### config.mk
export PLATFORM = sky130hd
export DESIGN_NAME = count_sequencer
export DESIGN_NICKNAME = d
export VERILOG_FILES = /design/src/rtl/count_seq_pkg.sv /design/src/rtl/seq_timer.sv /design/src/rtl/count_sequencer.sv
export SDC_FILE = /design/constraint.sdc
export NUM_CORES = 1
export LEC_CHECK = 0
export ABC_AREA = 1
export CAP_MARGIN = 40
export CORE_MARGIN = 10
export CORE_UTILIZATION = 30
export CTS_BUF_LIST = sky130_fd_sc_hd__clkbuf_4
export DETAILED_ROUTE_END_ITERATION = 16
export PLACE_DENSITY = 0.56
export SYNTH_ARGS = -nofsm -noshare
export SYNTH_HDL_FRONTEND = slang
export SYNTH_HIERARCHICAL = 1
export SYNTH_SLANG_ARGS = --single-unit
### constraint.sdc
create_clock -name i_clk -period 5.5 [get_ports i_clk]
set_input_delay 1.375 -clock i_clk [delete_from_list [all_inputs] [get_ports i_clk]]
set_output_delay 1.375 -clock i_clk [all_outputs]
set_load 0.03 [all_outputs]
### src/rtl/count_seq_pkg.sv
// count_sequencer shared types and helpers.
// State encoding, widths and expected-count arithmetic.
package count_seq_pkg;

    localparam int CNT_W   = 6;
    localparam int DIGIT_W = 3;
    localparam int TMR_W   = 8;

    typedef enum logic [2:0] {
        ST_IDLE,
        ST_CLEAR,
        ST_RUN,
        ST_DRAIN,
        ST_DONE
    } seq_state_e;

    // Count the counter should show after 'issued' increments from 'base'.
    // Wrap past 63 is normal counter behaviour, so the sum is modulo 64.
    function automatic logic [CNT_W-1:0] exp_count(
        input logic [CNT_W-1:0] base,
        input logic [CNT_W-1:0] issued
    );
        return base + issued;
    endfunction

endpackage

### src/rtl/seq_timer.sv
// seq_timer: loadable down-counter with a zero flag.
// One instance times the CLEAR, RUN and DRAIN phases.
module seq_timer
    import count_seq_pkg::*;
#(
    parameter int W = TMR_W
) (
    input  logic         i_clk,
    input  logic         i_rst,
    input  logic         i_load,
    input  logic [W-1:0] i_load_val,
    input  logic         i_dec,
    output logic [W-1:0] o_next,
    output logic         o_zero
);

    logic [W-1:0] cnt_q;
    logic [W-1:0] cnt_d;

    // Load wins over decrement; decrement saturates at zero.
    always_comb begin
        cnt_d = cnt_q;
        if (i_load) begin
            cnt_d = i_load_val;
        end else if (i_dec && (cnt_q != '0)) begin
            cnt_d = cnt_q - W'(1);
        end
    end

    // Counter register.
    always_ff @(posedge i_clk) begin
        if (i_rst) begin
            cnt_q <= '0;
        end else begin
            cnt_q <= cnt_d;
        end
    end

    assign o_next = cnt_d;
    assign o_zero = (cnt_q == '0);

endmodule

### src/rtl/count_sequencer.sv
// count_sequencer: command-driven controller for the octal counter.
// Gates the counter enable for an exact run length and checks the count.
module count_sequencer
    import count_seq_pkg::*;
#(
    parameter int SYNC_LAT = 2,
    parameter int CLR_LEN  = 3
) (
    input  logic               i_clk,
    input  logic               i_rst,
    input  logic               i_cmd_valid,
    output logic               o_cmd_ready,
    input  logic [CNT_W-1:0]   i_cmd_target,
    input  logic               i_cmd_clear,
    input  logic               i_abort,
    output logic               o_cnt_enable,
    output logic               o_cnt_rst_n,
    input  logic [DIGIT_W-1:0] i_count_low,
    input  logic [DIGIT_W-1:0] i_count_high,
    output logic               o_busy,
    output logic               o_done,
    output logic               o_err,
    output logic [CNT_W-1:0]   o_final_count
);

    localparam logic [TMR_W-1:0] CLR_VAL = TMR_W'(CLR_LEN + SYNC_LAT);
    localparam logic [TMR_W-1:0] DRN_VAL = TMR_W'(SYNC_LAT);
    localparam logic [TMR_W-1:0] RST_HI  = TMR_W'(SYNC_LAT);

    seq_state_e       state_q, state_d;
    logic [CNT_W-1:0] tgt_q, tgt_d;
    logic [CNT_W-1:0] base_q, base_d;
    logic [CNT_W-1:0] issued_q, issued_d;
    logic             abort_seen_q, abort_seen_d;

    logic             ready_q, ready_d;
    logic             busy_q, busy_d;
    logic             en_q, en_d;
    logic             rst_n_q, rst_n_d;
    logic             done_q, done_d;
    logic             err_q, err_d;
    logic [CNT_W-1:0] fin_q, fin_d;

    logic             tmr_load;
    logic [TMR_W-1:0] tmr_val;
    logic             tmr_dec;
    logic [TMR_W-1:0] tmr_next;
    logic             tmr_zero;

    logic [CNT_W-1:0] cnt;
    logic             accept;

    assign cnt    = {i_count_high, i_count_low};
    assign accept = i_cmd_valid && ready_q;

    seq_timer #(
        .W (TMR_W)
    ) u_timer (
        .i_clk      (i_clk),
        .i_rst      (i_rst),
        .i_load     (tmr_load),
        .i_load_val (tmr_val),
        .i_dec      (tmr_dec),
        .o_next     (tmr_next),
        .o_zero     (tmr_zero)
    );

    // Next-state, command latching and phase timer control.
    always_comb begin
        state_d      = state_q;
        tgt_d        = tgt_q;
        base_d       = base_q;
        issued_d     = issued_q;
        abort_seen_d = abort_seen_q;
        tmr_load     = 1'b0;
        tmr_val      = '0;
        tmr_dec      = 1'b0;
        unique case (state_q)
            ST_IDLE: begin
                if (accept) begin
                    tgt_d        = i_cmd_target;
                    base_d       = i_cmd_clear ? '0 : cnt;
                    issued_d     = '0;
                    abort_seen_d = 1'b0;
                    tmr_load     = 1'b1;
                    if (i_cmd_clear) begin
                        state_d = ST_CLEAR;
                        tmr_val = CLR_VAL;
                    end else if (i_cmd_target != '0) begin
                        state_d = ST_RUN;
                        tmr_val = TMR_W'(i_cmd_target) - TMR_W'(1);
                    end else begin
                        state_d = ST_DRAIN;
                        tmr_val = DRN_VAL;
                    end
                end
            end
            ST_CLEAR: begin
                tmr_dec = 1'b1;
                if (i_abort) begin
                    abort_seen_d = 1'b1;
                end
                if (tmr_zero) begin
                    tmr_load = 1'b1;
                    if ((tgt_q != '0) && !(abort_seen_q || i_abort)) begin
                        state_d = ST_RUN;
                        tmr_val = TMR_W'(tgt_q) - TMR_W'(1);
                    end else begin
                        state_d = ST_DRAIN;
                        tmr_val = DRN_VAL;
                    end
                end
            end
            ST_RUN: begin
                tmr_dec  = 1'b1;
                issued_d = issued_q + CNT_W'(1);
                if (tmr_zero || i_abort) begin
                    state_d  = ST_DRAIN;
                    tmr_load = 1'b1;
                    tmr_val  = DRN_VAL;
                end
            end
            ST_DRAIN: begin
                tmr_dec = 1'b1;
                if (tmr_zero) begin
                    state_d = ST_DONE;
                end
            end
            ST_DONE: begin
                state_d = ST_IDLE;
            end
            default: begin
                state_d = ST_IDLE;
            end
        endcase
    end

    // Outputs follow the state being entered so they line up with it.
    always_comb begin
        ready_d = (state_d == ST_IDLE);
        busy_d  = (state_d != ST_IDLE);
        en_d    = (state_d == ST_RUN);
        rst_n_d = !((state_d == ST_CLEAR) && (tmr_next > RST_HI));
        done_d  = (state_d == ST_DONE);
        err_d   = err_q;
        fin_d   = fin_q;
        if (accept) begin
            err_d = 1'b0;
            fin_d = '0;
        end
        if (state_d == ST_DONE) begin
            fin_d = cnt;
            err_d = (cnt != exp_count(base_q, issued_q));
        end
    end

    // State, command and output registers.
    always_ff @(posedge i_clk) begin
        if (i_rst) begin
            state_q      <= ST_IDLE;
            tgt_q        <= '0;
            base_q       <= '0;
            issued_q     <= '0;
            abort_seen_q <= 1'b0;
            ready_q      <= 1'b0;
            busy_q       <= 1'b0;
            en_q         <= 1'b0;
            rst_n_q      <= 1'b0;
            done_q       <= 1'b0;
            err_q        <= 1'b0;
            fin_q        <= '0;
        end else begin
            state_q      <= state_d;
            tgt_q        <= tgt_d;
            base_q       <= base_d;
            issued_q     <= issued_d;
            abort_seen_q <= abort_seen_d;
            ready_q      <= ready_d;
            busy_q       <= busy_d;
            en_q         <= en_d;
            rst_n_q      <= rst_n_d;
            done_q       <= done_d;
            err_q        <= err_d;
            fin_q        <= fin_d;
        end
    end

    assign o_cmd_ready   = ready_q;
    assign o_busy        = busy_q;
    assign o_cnt_enable  = en_q;
    assign o_cnt_rst_n   = rst_n_q;
    assign o_done        = done_q;
    assign o_err         = err_q;
    assign o_final_count = fin_q;

endmodule

==> results.cfg, run 1 <==
[clock_network]
cts_buffers = 5
cts_root_buffer = clkbuf_4
clk_pin_slew_ns = 0.12
clock_latency_ns = 0.36
tritoncts = built
cts_sinks = 42
post_cts_buffers = 0
clock_path_buffers = 2
htree_levels = 2
ctsHoldBuffers = 0
cts_resized = 0

[logic_synthesis]
synth_edf_count = 0
ys_seq_elements = 42
synth_fp_nets = 411
synth-main-ff-cell = dfxtp_1
async_flop_share = 0
yosysWarnings = 6
ys_top_cells_by_count = nand2_1 (98), inv_1 (48), dfxtp_1 (42)
netlist_instances = 381
ys_types = 40
synth_area_mm2 = 0.00265
seq_area_frac_synth = 0.317
syn_avg_cell_area_um2 = 6.96
synth.area.top_cells = dfxtp_1 (32%), nand2_1 (14%), inv_1 (6.8%), ha_1 (5.7%), nand3_1 (5.3%)
post-synth-top-count-cell = nand2_1
synth_top_area_share = 0.317
synth_top_area_cell = dfxtp_1

[drt]
drtIter0Drc = 133
via_count = 2426
drc_errors = 0
vias_per_cell = 4.67
routed_wl_um = 6610
detail_route.wl_per_cell_um = 12.7
drt_first_pass_iters = 4
ant_nets = 0

[final_layout]
area_growth_pct = 16.5
diodes = 0
seqCellArea_um2 = 841
nFillCells = 965
multi_input_area_mm2 = 0.00157
drive_gt1_frac = 0.102
layout.nets = 440

[setup_path]
end_kind = flip-flop
crit_arrival_ns = 3.65
worstPathMaxFanout = 23
start_kind = primary input
critPathRequiredTime_ns = 5.78
path_class = in2reg

[placed_design]
dp_hpwl_um = 5210
dpl_worst_slack_ns = 1.76
gp_congestion = 0.798
numPortBuffers = 28

[global_routing]
grt_max_degree = 29
grt_pass1_wl_um = 11600
grt-ovfl-total = 0
gr-usage-all-layers = 0.106
antenna_found_initial = 0
grt_pass1_vias = 2470

[floorplanning]
ios = 29
core_area_mm2 = 0.00868
die_h_um = 114
die-area_mm2 = 0.0130
num_rows = 34
die_w_um = 114
start_util = 0.305

[pwr]
leakage_uw = 0.00134
ir_worst_vdd_uv = 148
power_density_mw_per_mm2 = 428

[sta]
tns_ns = 0
tightestPinTransition_ns = 0.487
fmax_mhz = 297
setup_violations = 0
rsz0062_at_grt = false
hold_violations = 0
slew_headroom = 0.675
period_share = 0.612
post-route-min-period_ns = 3.37
slew_viol_final = 0
skew_ns = 0.0133
setup_ws_ns = 2.13
holdWs_ns = 0.472

[flow_run]
cap_violations = 0

[worst_hold_path]
hp-class = reg2reg

[status]
status = completed
## cell usage in the layout, fill, tap and decap left out, types with 12 or more instances in the layout
cell type and instances:
a21oi_1 25, nand3_1 28, nor2_1 27, inv_1 48, nand2_1 98, dfxtp_1 42, clkdlybuf4s50_1 28, o21ai_0 15
ha_1 12
## path summary, 6_finish.rpt
check                           slack (ns)  cells after the start              from            to
worst min register to register        0.47                      2      abort_seen_q  abort_seen_q
worst max-delay path                  2.13                     12       i_cmd_valid   o_cnt_rst_n
worst min-delay path                  0.47                      2      abort_seen_q  abort_seen_q
worst max register to register        3.05                     13  u_timer/cnt_q[0]   o_cnt_rst_n
## flip-flops by register name (all words and copies together), names as in the netlist
| name | flops |
|---|---|
| u_timer/cnt_q | 8 |
| base_q | 6 |
| issued_q | 6 |
| o_final_count | 6 |
| tgt_q | 6 |
| state_q | 3 |
| abort_seen_q | 1 |
| o_busy | 1 |
| o_cmd_ready | 1 |
| o_cnt_enable | 1 |
| o_cnt_rst_n | 1 |
| o_done | 1 |
| o_err | 1 |
## per-stage QoR
stage | power, uW | util | instance area [um^2] | cells
floorplan | 1020 | - | 2650 | 381
global placement | 1170 | 0.349 | 3030 | 511
detailed placement | 1180 | 0.349 | 3030 | 511
CTS | 1330 | 0.356 | 3090 | 519
global route | 1450 | 0.356 | 3090 | 519
finish | 1320 | 0.356 | 3090 | 519
## power by group
part           switching, uW  total [uW]  internal, uW
combinational            477         755           278
sequential              47.4         409           362
clock                    102         155          53.1
total                    626        1320           693
## critical path, stage by stage
cell             delay [ns]
clkdlybuf4s50_1        0.46
nand2_1                0.15
nor2_4                 0.21
inv_2                  0.17
nand3_1                0.19
inv_1                  0.22
or2_2                  0.33
o21ai_1                0.11
inv_1                  0.06
nor2_1                 0.09
nand4_1                0.11
a31oi_1                0.18
## cell families (layout without fill, tap and decap cells)
kind of cell / after synthesis / count (layout) / share of synthesized area
fa+ha+maj: 13 / 13 / 0.0642
buf+inv: 61 / 91 / 0.0916
xor+xnor: 16 / 16 / 0.0529
flops: 42 / 42 / 0.317
simple gates: 188 / 188 / 0.334
compound gates: 61 / 61 / 0.140
## area by class of cell
type / count / share of cell area
multi-input cells: 278 / 0.507
flip-flops and latches: 42 / 0.272
repair buffers: 29 / 0.0932
inverters: 54 / 0.0657
well taps: 108 / 0.0438
clock buffers: 6 / 0.0146
clock inverters: 2 / 0.00284
## routing by layer
layer | routed length [um] | vias up | track usage
li1 | - | 1294 | -
met4 | 61 | 0 | 0.0259
met5 | 0 | - | 0
met1 | 3250 | 1097 | 0.133
met3 | 289 | 8 | 0.0325
met2 | 3010 | 27 | 0.172
(Power assumes the default switching activity.)
==> run 2: changes to the inputs <==
==> constraint.sdc (replaced) <==
create_clock -name i_clk -period 3.1 [get_ports i_clk]
set_input_delay 0.775 -clock i_clk [delete_from_list [all_inputs] [get_ports i_clk]]
set_output_delay 0.775 -clock i_clk [all_outputs]
set_load 0.03 [all_outputs]
==> run 2 against run 1 <==
Against the previous run:
- flip-flop and latch count is the same
- clock power grew 86%
- routed wire length up 2.2%
- largest power group unchanged
- highest routed layer unchanged
==> results.cfg, run 2 (same netlist as run 1, synthesis figures left out) <==
[sta]
tns_ns = 0
period_share = 0.834
rsz0062_at_grt = false
slew_headroom = 0.666
fmax_mhz = 387
setup_ws_ns = 0.515
slew_viol_final = 0
holdWs_ns = 0.480
hold_violations = 0
setup_violations = 0
tightestPinTransition_ns = 0.500
post-route-min-period_ns = 2.59
skew_ns = 0.0184

[global_routing]
grt-ovfl-total = 0
grt_pass1_vias = 2521
antenna_found_initial = 0
use_met1 = 0.142
grt-busiest-layer = met2
grt_use_met3 = 0.0299
grt_max_degree = 23
met2_usage = 0.173
gr-usage-all-layers = 0.110
grt_pass1_wl_um = 11900

[clock_network]
htree_levels = 2
clock_latency_ns = 0.37
cts_resized = 0
clock_path_buffers = 2
tritoncts = built
cts_root_buffer = clkbuf_4
cts_sinks = 42
cts_buffers = 5
clk_pin_slew_ns = 0.15
post_cts_buffers = 0
ctsHoldBuffers = 0

[final_layout]
mostFrequentLayoutCell = nand2_1
stdcell_area_mm2 = 0.00312
diodes = 0
regMostFlops = u_timer/cnt_q
area_growth_pct = 17.6
drive_gt1_frac = 0.111
layout.nets = 444
final_cell_mix = nand2_1 (98), inv_1 (48), dfxtp_1 (42), nand3_1 (28), clkdlybuf4s50_1 (28)
fin_util = 0.359
largest_register_ffs = 8

[drt]
detail_route.wl_per_cell_um = 12.9
drt_first_pass_iters = 4
ant_nets = 0
routed_wl_um = 6760
vias_per_cell = 4.77
drtIter0Drc = 138
via_count = 2496
drc_errors = 0

[setup_path]
worstPathMaxFanout = 4
crit_arrival_ns = 2.89
r2r_cells = 13
r2r-start = u_timer/cnt_q[0]
critPathRequiredTime_ns = 3.40
start_kind = primary input
reg2reg_slack_ns = 0.81
r2r-end = o_cnt_rst_n
path_class = in2reg
end_kind = flip-flop

[pwr]
p_int_uw = 1250
power_density_mw_per_mm2 = 770
netSwitchingFraction = 0.479
leakage_uw = 0.00136
clockPowerShare = 0.120
p_seq_frac = 0.305
p_sw_uw = 1150
ir_worst_vdd_uv = 365
pwr-share-comb = 0.574

[placed_design]
placed_area_mm2 = 0.00306
gp_congestion = 0.820
dpl_worst_slack_ns = 0.158
dp_hpwl_um = 5260
numPortBuffers = 28

[worst_hold_path]
min-delay-start = abort_seen_q
hp-class = reg2reg
hold_path_depth = 2
holdPathEnd = abort_seen_q

[floorplanning]
core_area_mm2 = 0.00868
start_util = 0.305
ios = 29
num_rows = 34
die-area_mm2 = 0.0130
die_h_um = 114
die_w_um = 114

[flow_run]
cap_violations = 0

[status]
status = completed
==> run 2: worst max-delay path, stage by stage <==
cell and delay [ns]:
clkdlybuf4s50_1 0.49, or2_1 0.27, nor2_1 0.14, nand2_1 0.13
a21oi_1 0.15, o22ai_1 0.09, or2_2 0.30, o21ai_1 0.10
inv_1 0.05, nor2_1 0.10, nand4_1 0.10, a31oi_1 0.18
==> run 2: power by group through the flow <==
stage / Sequential [uW] / Combinational (uW) / Clock, uW
global route: 750 / 1600 / 326
detailed placement: 745 / 1380 / 0
floorplan: 766 / 1040 / 0
CTS: 734 / 1390 / 302
finish: 733 / 1380 / 289
global placement: 743 / 1370 / 0
==> run 2: how the worst max path moves through the flow <==
stage / slack [ns] / from / endpoint / depth (start not counted)
global placement: 0.26 / i_cmd_target[2] / o_cnt_rst_n / 12
detailed placement: 0.16 / i_cmd_target[2] / o_cnt_rst_n / 12
floorplan: 0.81 / i_cmd_valid / o_cnt_rst_n / 12
finish: 0.51 / i_cmd_target[2] / o_cnt_rst_n / 12
CTS: 0.56 / i_cmd_target[2] / o_cnt_rst_n / 12
global route: 0.22 / i_cmd_target[2] / o_cnt_rst_n / 12
==> run 2: area by class of cell <==
| type | count | area (um^2) |
|---|---|---|
| inverters | 54 | 203 |
| fillers | 963 | 5560 |
| clock inverters | 2 | 8.76 |
| clock buffers | 6 | 45.0 |
| repair buffers | 33 | 318 |
| multi-input cells | 278 | 1570 |
| flip-flops and latches | 42 | 841 |
| well taps | 108 | 135 |
==> run 2: per-layer routing <==
metal | up-vias | wire [um] | part of all wire
met1 | 1155 | 3320 | 0.49
met3 | 4 | 325 | 0.048
met5 | - | 0 | 0
li1 | 1298 | - | -
met4 | 0 | 54 | 0.0080
met2 | 39 | 3060 | 0.45
==> run 2: per-stage QoR <==
stage / std cells / total power (uW)
2_1_floorplan: 381 / 1810
5_1_grt: 523 / 2680
6_report: 523 / 2400
3_3_place_gp: 515 / 2120
3_5_place_dp: 515 / 2130
4_1_cts: 523 / 2430
